### src/rtl/pipe_pkg.sv
// Shared pipeline-control constants: operand-forwarding selects and the PC register index.
package pipe_pkg;

  typedef enum logic [1:0] {
    FWD_RF = 2'b00,
    FWD_W  = 2'b01,
    FWD_M  = 2'b10
  } fwd_sel_e;

  localparam int PC_REG = 15;

endpackage

### src/rtl/hazard_tagpipe.sv
// E/M/W register-tag pipeline with valid bits; the E stage loads every cycle
// unless flushed, so only the D-stage indices are needed from the datapath.
module hazard_tagpipe #(
  parameter int RW = 4
) (
  input  logic          clk,
  input  logic          reset,
  input  logic          flush_e_i,
  input  logic [RW-1:0] ra1_d_i,
  input  logic [RW-1:0] ra2_d_i,
  input  logic [RW-1:0] wa3_d_i,
  output logic          v_e_o,
  output logic [RW-1:0] ra1_e_o,
  output logic [RW-1:0] ra2_e_o,
  output logic [RW-1:0] wa3_e_o,
  output logic          v_m_o,
  output logic [RW-1:0] wa3_m_o,
  output logic          v_w_o,
  output logic [RW-1:0] wa3_w_o
);

  logic          v_e_q, v_e_d, v_m_q, v_m_d, v_w_q, v_w_d;
  logic [RW-1:0] ra1_e_q, ra1_e_d, ra2_e_q, ra2_e_d, wa3_e_q, wa3_e_d;
  logic [RW-1:0] wa3_m_q, wa3_m_d, wa3_w_q, wa3_w_d;

  always_comb begin
    v_e_d   = 1'b1;
    ra1_e_d = ra1_d_i;
    ra2_e_d = ra2_d_i;
    wa3_e_d = wa3_d_i;
    if (flush_e_i) begin
      v_e_d   = 1'b0;
      ra1_e_d = '0;
      ra2_e_d = '0;
      wa3_e_d = '0;
    end
    v_m_d   = v_e_q;
    wa3_m_d = wa3_e_q;
    v_w_d   = v_m_q;
    wa3_w_d = wa3_m_q;
  end

  always_ff @(posedge clk) begin
    if (reset) begin
      v_e_q   <= 1'b0;
      ra1_e_q <= '0;
      ra2_e_q <= '0;
      wa3_e_q <= '0;
      v_m_q   <= 1'b0;
      wa3_m_q <= '0;
      v_w_q   <= 1'b0;
      wa3_w_q <= '0;
    end else begin
      v_e_q   <= v_e_d;
      ra1_e_q <= ra1_e_d;
      ra2_e_q <= ra2_e_d;
      wa3_e_q <= wa3_e_d;
      v_m_q   <= v_m_d;
      wa3_m_q <= wa3_m_d;
      v_w_q   <= v_w_d;
      wa3_w_q <= wa3_w_d;
    end
  end

  assign v_e_o   = v_e_q;
  assign ra1_e_o = ra1_e_q;
  assign ra2_e_o = ra2_e_q;
  assign wa3_e_o = wa3_e_q;
  assign v_m_o   = v_m_q;
  assign wa3_m_o = wa3_m_q;
  assign v_w_o   = v_w_q;
  assign wa3_w_o = wa3_w_q;

endmodule

### src/rtl/hazard_unit.sv
// Stall/flush/forwarding control for the 5-stage core, plus saturating
// stall and flush event counters for performance debug.
module hazard_unit #(
  parameter int RW     = 4,
  parameter int PC_REG = pipe_pkg::PC_REG,
  parameter int CNT_W  = 16
) (
  input  logic             clk,
  input  logic             reset,
  input  logic [RW-1:0]    RA1D,
  input  logic [RW-1:0]    RA2D,
  input  logic [RW-1:0]    WA3D,
  input  logic             MemtoRegE,
  input  logic             RegWriteM,
  input  logic             RegWriteW,
  input  logic             PCWrPendingF,
  input  logic             PCSrcW,
  input  logic             BranchTakenD,
  output logic             StallF,
  output logic             StallD,
  output logic             FlushD,
  output logic             FlushE,
  output logic [1:0]       ForwardAE,
  output logic [1:0]       ForwardBE,
  output logic [CNT_W-1:0] stall_cnt,
  output logic [CNT_W-1:0] flush_cnt
);

  import pipe_pkg::*;

  localparam logic [RW-1:0]    PC_IDX  = RW'(PC_REG);
  localparam logic [CNT_W-1:0] CNT_MAX = '1;

  logic          v_e, v_m, v_w;
  logic [RW-1:0] ra1_e, ra2_e, wa3_e, wa3_m, wa3_w;
  logic          ldr_stall;
  logic          flush_d, flush_e;
  logic [CNT_W-1:0] stall_cnt_q, stall_cnt_d, flush_cnt_q, flush_cnt_d;

  hazard_tagpipe #(.RW(RW)) u_tagpipe (
    .clk       (clk),
    .reset     (reset),
    .flush_e_i (flush_e),
    .ra1_d_i   (RA1D),
    .ra2_d_i   (RA2D),
    .wa3_d_i   (WA3D),
    .v_e_o     (v_e),
    .ra1_e_o   (ra1_e),
    .ra2_e_o   (ra2_e),
    .wa3_e_o   (wa3_e),
    .v_m_o     (v_m),
    .wa3_m_o   (wa3_m),
    .v_w_o     (v_w),
    .wa3_w_o   (wa3_w)
  );

  // M beats W so the youngest producer wins; the PC is never forwarded.
  function automatic logic [1:0] fwd_sel(input logic [RW-1:0] src);
    if (v_m && RegWriteM && src == wa3_m && src != PC_IDX)
      return FWD_M;
    else if (v_w && RegWriteW && src == wa3_w && src != PC_IDX)
      return FWD_W;
    else
      return FWD_RF;
  endfunction

  assign ldr_stall = !reset && MemtoRegE && v_e && (wa3_e != PC_IDX) &&
                     ((RA1D == wa3_e) || (RA2D == wa3_e));

  assign flush_d = reset || PCWrPendingF || PCSrcW || BranchTakenD;
  assign flush_e = reset || ldr_stall || BranchTakenD;

  assign StallF    = ldr_stall || (PCWrPendingF && !reset);
  assign StallD    = ldr_stall;
  assign FlushD    = flush_d;
  assign FlushE    = flush_e;
  assign ForwardAE = reset ? FWD_RF : fwd_sel(ra1_e);
  assign ForwardBE = reset ? FWD_RF : fwd_sel(ra2_e);

  always_comb begin
    stall_cnt_d = stall_cnt_q;
    flush_cnt_d = flush_cnt_q;
    if (ldr_stall && stall_cnt_q != CNT_MAX)
      stall_cnt_d = stall_cnt_q + CNT_W'(1);
    if (!reset && (flush_d || flush_e) && flush_cnt_q != CNT_MAX)
      flush_cnt_d = flush_cnt_q + CNT_W'(1);
  end

  always_ff @(posedge clk) begin
    if (reset) begin
      stall_cnt_q <= '0;
      flush_cnt_q <= '0;
    end else begin
      stall_cnt_q <= stall_cnt_d;
      flush_cnt_q <= flush_cnt_d;
    end
  end

  assign stall_cnt = stall_cnt_q;
  assign flush_cnt = flush_cnt_q;

endmodule
### config.mk
export PLATFORM = sky130hd
export DESIGN_NAME = hazard_unit
export DESIGN_NICKNAME = d
export VERILOG_FILES = /design/src/rtl/pipe_pkg.sv /design/src/rtl/hazard_tagpipe.sv /design/src/rtl/hazard_unit.sv
export SDC_FILE = /design/constraint.sdc
export NUM_CORES = 1
export LEC_CHECK = 0
export CAP_MARGIN = 25
export CORE_AREA = 2 2 66 114
export DETAILED_ROUTE_END_ITERATION = 10
export DIE_AREA = 0 0 68 116
export PLACE_DENSITY = 0.59
export SYNTH_ARGS = -nofsm -noshare
export SYNTH_HDL_FRONTEND = slang
export SYNTH_SLANG_ARGS = --single-unit
### constraint.sdc
create_clock -name clk -period 6.42 [get_ports clk]
set_input_delay 1.284 -clock clk [delete_from_list [all_inputs] [get_ports clk]]
set_output_delay 1.284 -clock clk [all_outputs]
set_load 0.02 [all_outputs]
==> out/qor.log <==
INFO  final_layout   num-nets-final=357
INFO  sta            clock-skew-final=0.00679ns
INFO  critical_path  critPathMaxFanout=27
INFO  grt            grt_antenna_before_repair=0
INFO  yosys          synth_enable_flop_cells=0
INFO  yosys          yosys_most_used_dff=sky130_fd_sc_hd__dfxtp_1
INFO  die            initial_utilization=0.363
INFO  critical_path  crit_type=input port to output pin
INFO  sta            relSlewSlack=0.511
INFO  power_and_ir_drop power.static_leakage=1.22nW
INFO  die            io_pins=60
INFO  power_and_ir_drop total_power=0.679mW
INFO  final_layout   seqCellArea=0.00110mm^2
INFO  critical_path  arrival=3.61ns
INFO  yosys          postSynth.asyncResetShare=0
INFO  routing        route.detailed.wl_per_inst=14.1um
INFO  sta            timing.hold.ws=0.450ns
INFO  clock_tree     cts_num_sinks=55
INFO  sta            rsz_0062_raised_after_global_routing=no
INFO  die            row_count=40
INFO  clock_tree     cts_h_tree_lvls=2
INFO  final_layout   syn2layout_area_growth=32.7%
INFO  clock_tree     cts_root_buffer=sky130_fd_sc_hd__clkbuf_16
INFO  routing        detail_route.wirelength=5940um
INFO  grt            grt_util_all_layers=0.163
INFO  die            design.die.area=0.00789mm^2
INFO  sta            fin_tns_setup=0ns
INFO  sta            report.final.setup_viol=0
INFO  power_and_ir_drop power_per_cell_area=204mW/mm^2
INFO  yosys          yosys.area.top_type=sky130_fd_sc_hd__dfxtp_1
INFO  outcome        run_status=finished clean
INFO  yosys          average_size_of_a_mapped_cell=9.08um^2
INFO  clock_tree     cts_buffer_depth=2
INFO  routing        first_iter_violations=76
INFO  clock_tree     cts-buffers-inserted=5
INFO  yosys          ys_types=40
INFO  yosys          synth.most_common_cell=sky130_fd_sc_hd__dfxtp_1
INFO  yosys          ys_top_cells_by_count=sky130_fd_sc_hd__dfxtp_1, sky130_fd_sc_hd__nor2_1, sky130_fd_sc_hd__xor2_1
INFO  sta            final_max_slew_viol_count=0
INFO  sta            maxClockFrequency=204MHz
INFO  sta            timing_hold_violations_final=0
INFO  grt            grt_pass1_wl=9760um
INFO  yosys          synth_area_leaders=sky130_fd_sc_hd__dfxtp_1, sky130_fd_sc_hd__xor2_1, sky130_fd_sc_hd__xnor2_1
INFO  die            die_height=116um
INFO  critical_path  rr_startpoint=u_tagpipe.wa3_e_o[0]
INFO  die            floorplan.core_area=0.00691mm^2
INFO  job            cap_viol_max_count=0
INFO  yosys          synth_area=0.00251mm^2
INFO  die            die_width=68um
INFO  routing        detail-route-antenna-nets=0
INFO  critical_path  worst_setup_path_start_kind=input port
INFO  clock_tree     clk_latency=0.30ns
INFO  clock_tree     cts.repair.resized=0
INFO  yosys          synth_nets=298
INFO  clock_tree     post-cts-setup-buffers=0
INFO  yosys          synthDominantCellAreaShare=0.439
INFO  routing        via_per_inst=5.02
INFO  sta            slew_worst_pin=0.731ns
INFO  routing        route.vias.total=2107
INFO  yosys          syn_inst=276
INFO  placement      globalplace.congestion=0.744
INFO  yosys          yosys_warnings=0
INFO  final_layout   final_layout_size_suffix_gt1_frac=0.0476
INFO  critical_path  critical_path_required=5.14ns
INFO  routing        drt_pre_antenna_iters=4
INFO  power_and_ir_drop vdd_drop_max=0.000118V
INFO  clock_tree     tritoncts=yes
INFO  placement      dp.final_hpwl=4390um
INFO  grt            grt_start_max_net_pins=31
INFO  yosys          synth_sequential_area_ratio=0.439
INFO  clock_tree     hold_buffers=0
INFO  worst_hold_path min-delay-path-class=flop to flop
INFO  worst_hold_path holdCritStartpoint=u_tagpipe.v_e_o
INFO  final_layout   fillerInstances=691
INFO  placement      portBuffers=59
INFO  sta            final.min_clock_period=4.89ns
INFO  routing        drc=0
INFO  grt            overflow=0
INFO  clock_tree     clock_pin_slew_on_the_worst_setup_and_hold_paths=0.07ns
INFO  critical_path  critical_path.startpoint=reset
INFO  final_layout   antenna_cells=0
INFO  grt            first_global_vias=2048
INFO  sta            fin_crit_sh=0.762
INFO  critical_path  endpoint_kind=output pin
INFO  final_layout   multi_input_area=0.00134mm^2
INFO  yosys          postSynthRegisterBits=55
[critical path, stage by stage]
cell,delay (ns)
sky130_fd_sc_hd__clkdlybuf4s50_1,0.78
sky130_fd_sc_hd__nor2b_4,0.24
sky130_fd_sc_hd__nand3_1,0.13
sky130_fd_sc_hd__a21oi_4,0.13
sky130_fd_sc_hd__buf_4,0.30
sky130_fd_sc_hd__a21o_1,0.13
sky130_fd_sc_hd__clkdlybuf4s50_1,0.60
[registers in the layout (all words and copies together) (netlist names)]
name and count:
flush_cnt 16, stall_cnt 16, u_tagpipe.ra1_e_o 4, u_tagpipe.ra2_e_o 4, u_tagpipe.v_e_o 1, u_tagpipe.v_m_o 1, u_tagpipe.v_w_o 1, u_tagpipe.wa3_e_o 4
u_tagpipe.wa3_m_o 4, u_tagpipe.wa3_w_o 4
[final cells by class]
class | instances | share of cell area
clock inverter | 3 | 0.00677
timing repair buffer | 62 | 0.184
tap | 84 | 0.0316
clock buffer | 5 | 0.0376
inverter | 5 | 0.00564
multi-input combinational | 206 | 0.403
sequential | 55 | 0.331
[cell families (layout without fill, tap and decap cells)]
logic type | Yosys count | after routing | synth area share
simple gates | 130 | 130 | 0.278
flops | 55 | 55 | 0.439
xor+xnor | 45 | 45 | 0.157
compound gates | 27 | 27 | 0.0808
buf+inv | 15 | 75 | 0.0259
fa+ha+maj | 2 | 2 | 0.00998
mux | 2 | 2 | 0.00848
[cells in the final DEF (no fill, tap or decap), types with 2 or more instances in the layout]
master and count:
sky130_fd_sc_hd__o21ai_0 3, sky130_fd_sc_hd__inv_1 5, sky130_fd_sc_hd__and2_1 13, sky130_fd_sc_hd__xor2_1 28
sky130_fd_sc_hd__o31ai_1 3, sky130_fd_sc_hd__buf_4 3, sky130_fd_sc_hd__a21oi_1 5, sky130_fd_sc_hd__o211ai_1 5
sky130_fd_sc_hd__nor2b_1 9, sky130_fd_sc_hd__clkdlybuf4s50_1 59, sky130_fd_sc_hd__xnor2_1 17, sky130_fd_sc_hd__or4_1 4
sky130_fd_sc_hd__nand2_1 13, sky130_fd_sc_hd__ha_1 2, sky130_fd_sc_hd__dfxtp_1 55, sky130_fd_sc_hd__clkbuf_16 5
sky130_fd_sc_hd__nand4_1 11, sky130_fd_sc_hd__and3_1 12, sky130_fd_sc_hd__nand3_1 20, sky130_fd_sc_hd__o2111ai_1 2
sky130_fd_sc_hd__nor3_1 4, sky130_fd_sc_hd__nor2_1 33, sky130_fd_sc_hd__and4_1 2, sky130_fd_sc_hd__nor4_1 4
[per-layer routing]
| layer | vias up | track usage | routed length (um) |
|---|---|---|---|
| met4 | 0 | 0.0680 | 105 |
| met5 | - | 0 | 0 |
| li1 | 1077 | - | - |
| met1 | 985 | 0.180 | 2450 |
| met2 | 38 | 0.291 | 3110 |
| met3 | 7 | 0.0359 | 282 |
[power breakdown]
group	leakage (nW)	switching (mW)	internal, mW
sequential	0.446	0.00790	0.348
clock	0.0742	0.125	0.146
combinational	0.698	0.0235	0.0286
[metrics by stage]
step | cell area, um^2 | utilization | cells | setup slack [ns]
after floorplan | 2510 | - | 276 | 2.60
after global placement | 3180 | 0.460 | 412 | 1.52
after detailed placement | 3180 | 0.460 | 412 | 1.52
after CTS | 3330 | 0.482 | 420 | 1.51
after global routing | 3330 | 0.482 | 420 | 1.38
final | 3330 | 0.482 | 420 | 1.53
[final timing paths]
kind                     end  slack (ns)  cells past startpoint
max                   StallF        1.53                      7
min          u_tagpipe.v_m_o        0.45                      1
max reg2reg    flush_cnt[15]        4.08                      7
min reg2reg  u_tagpipe.v_m_o        0.45                      1
Power figures use the tool's default switching activity.
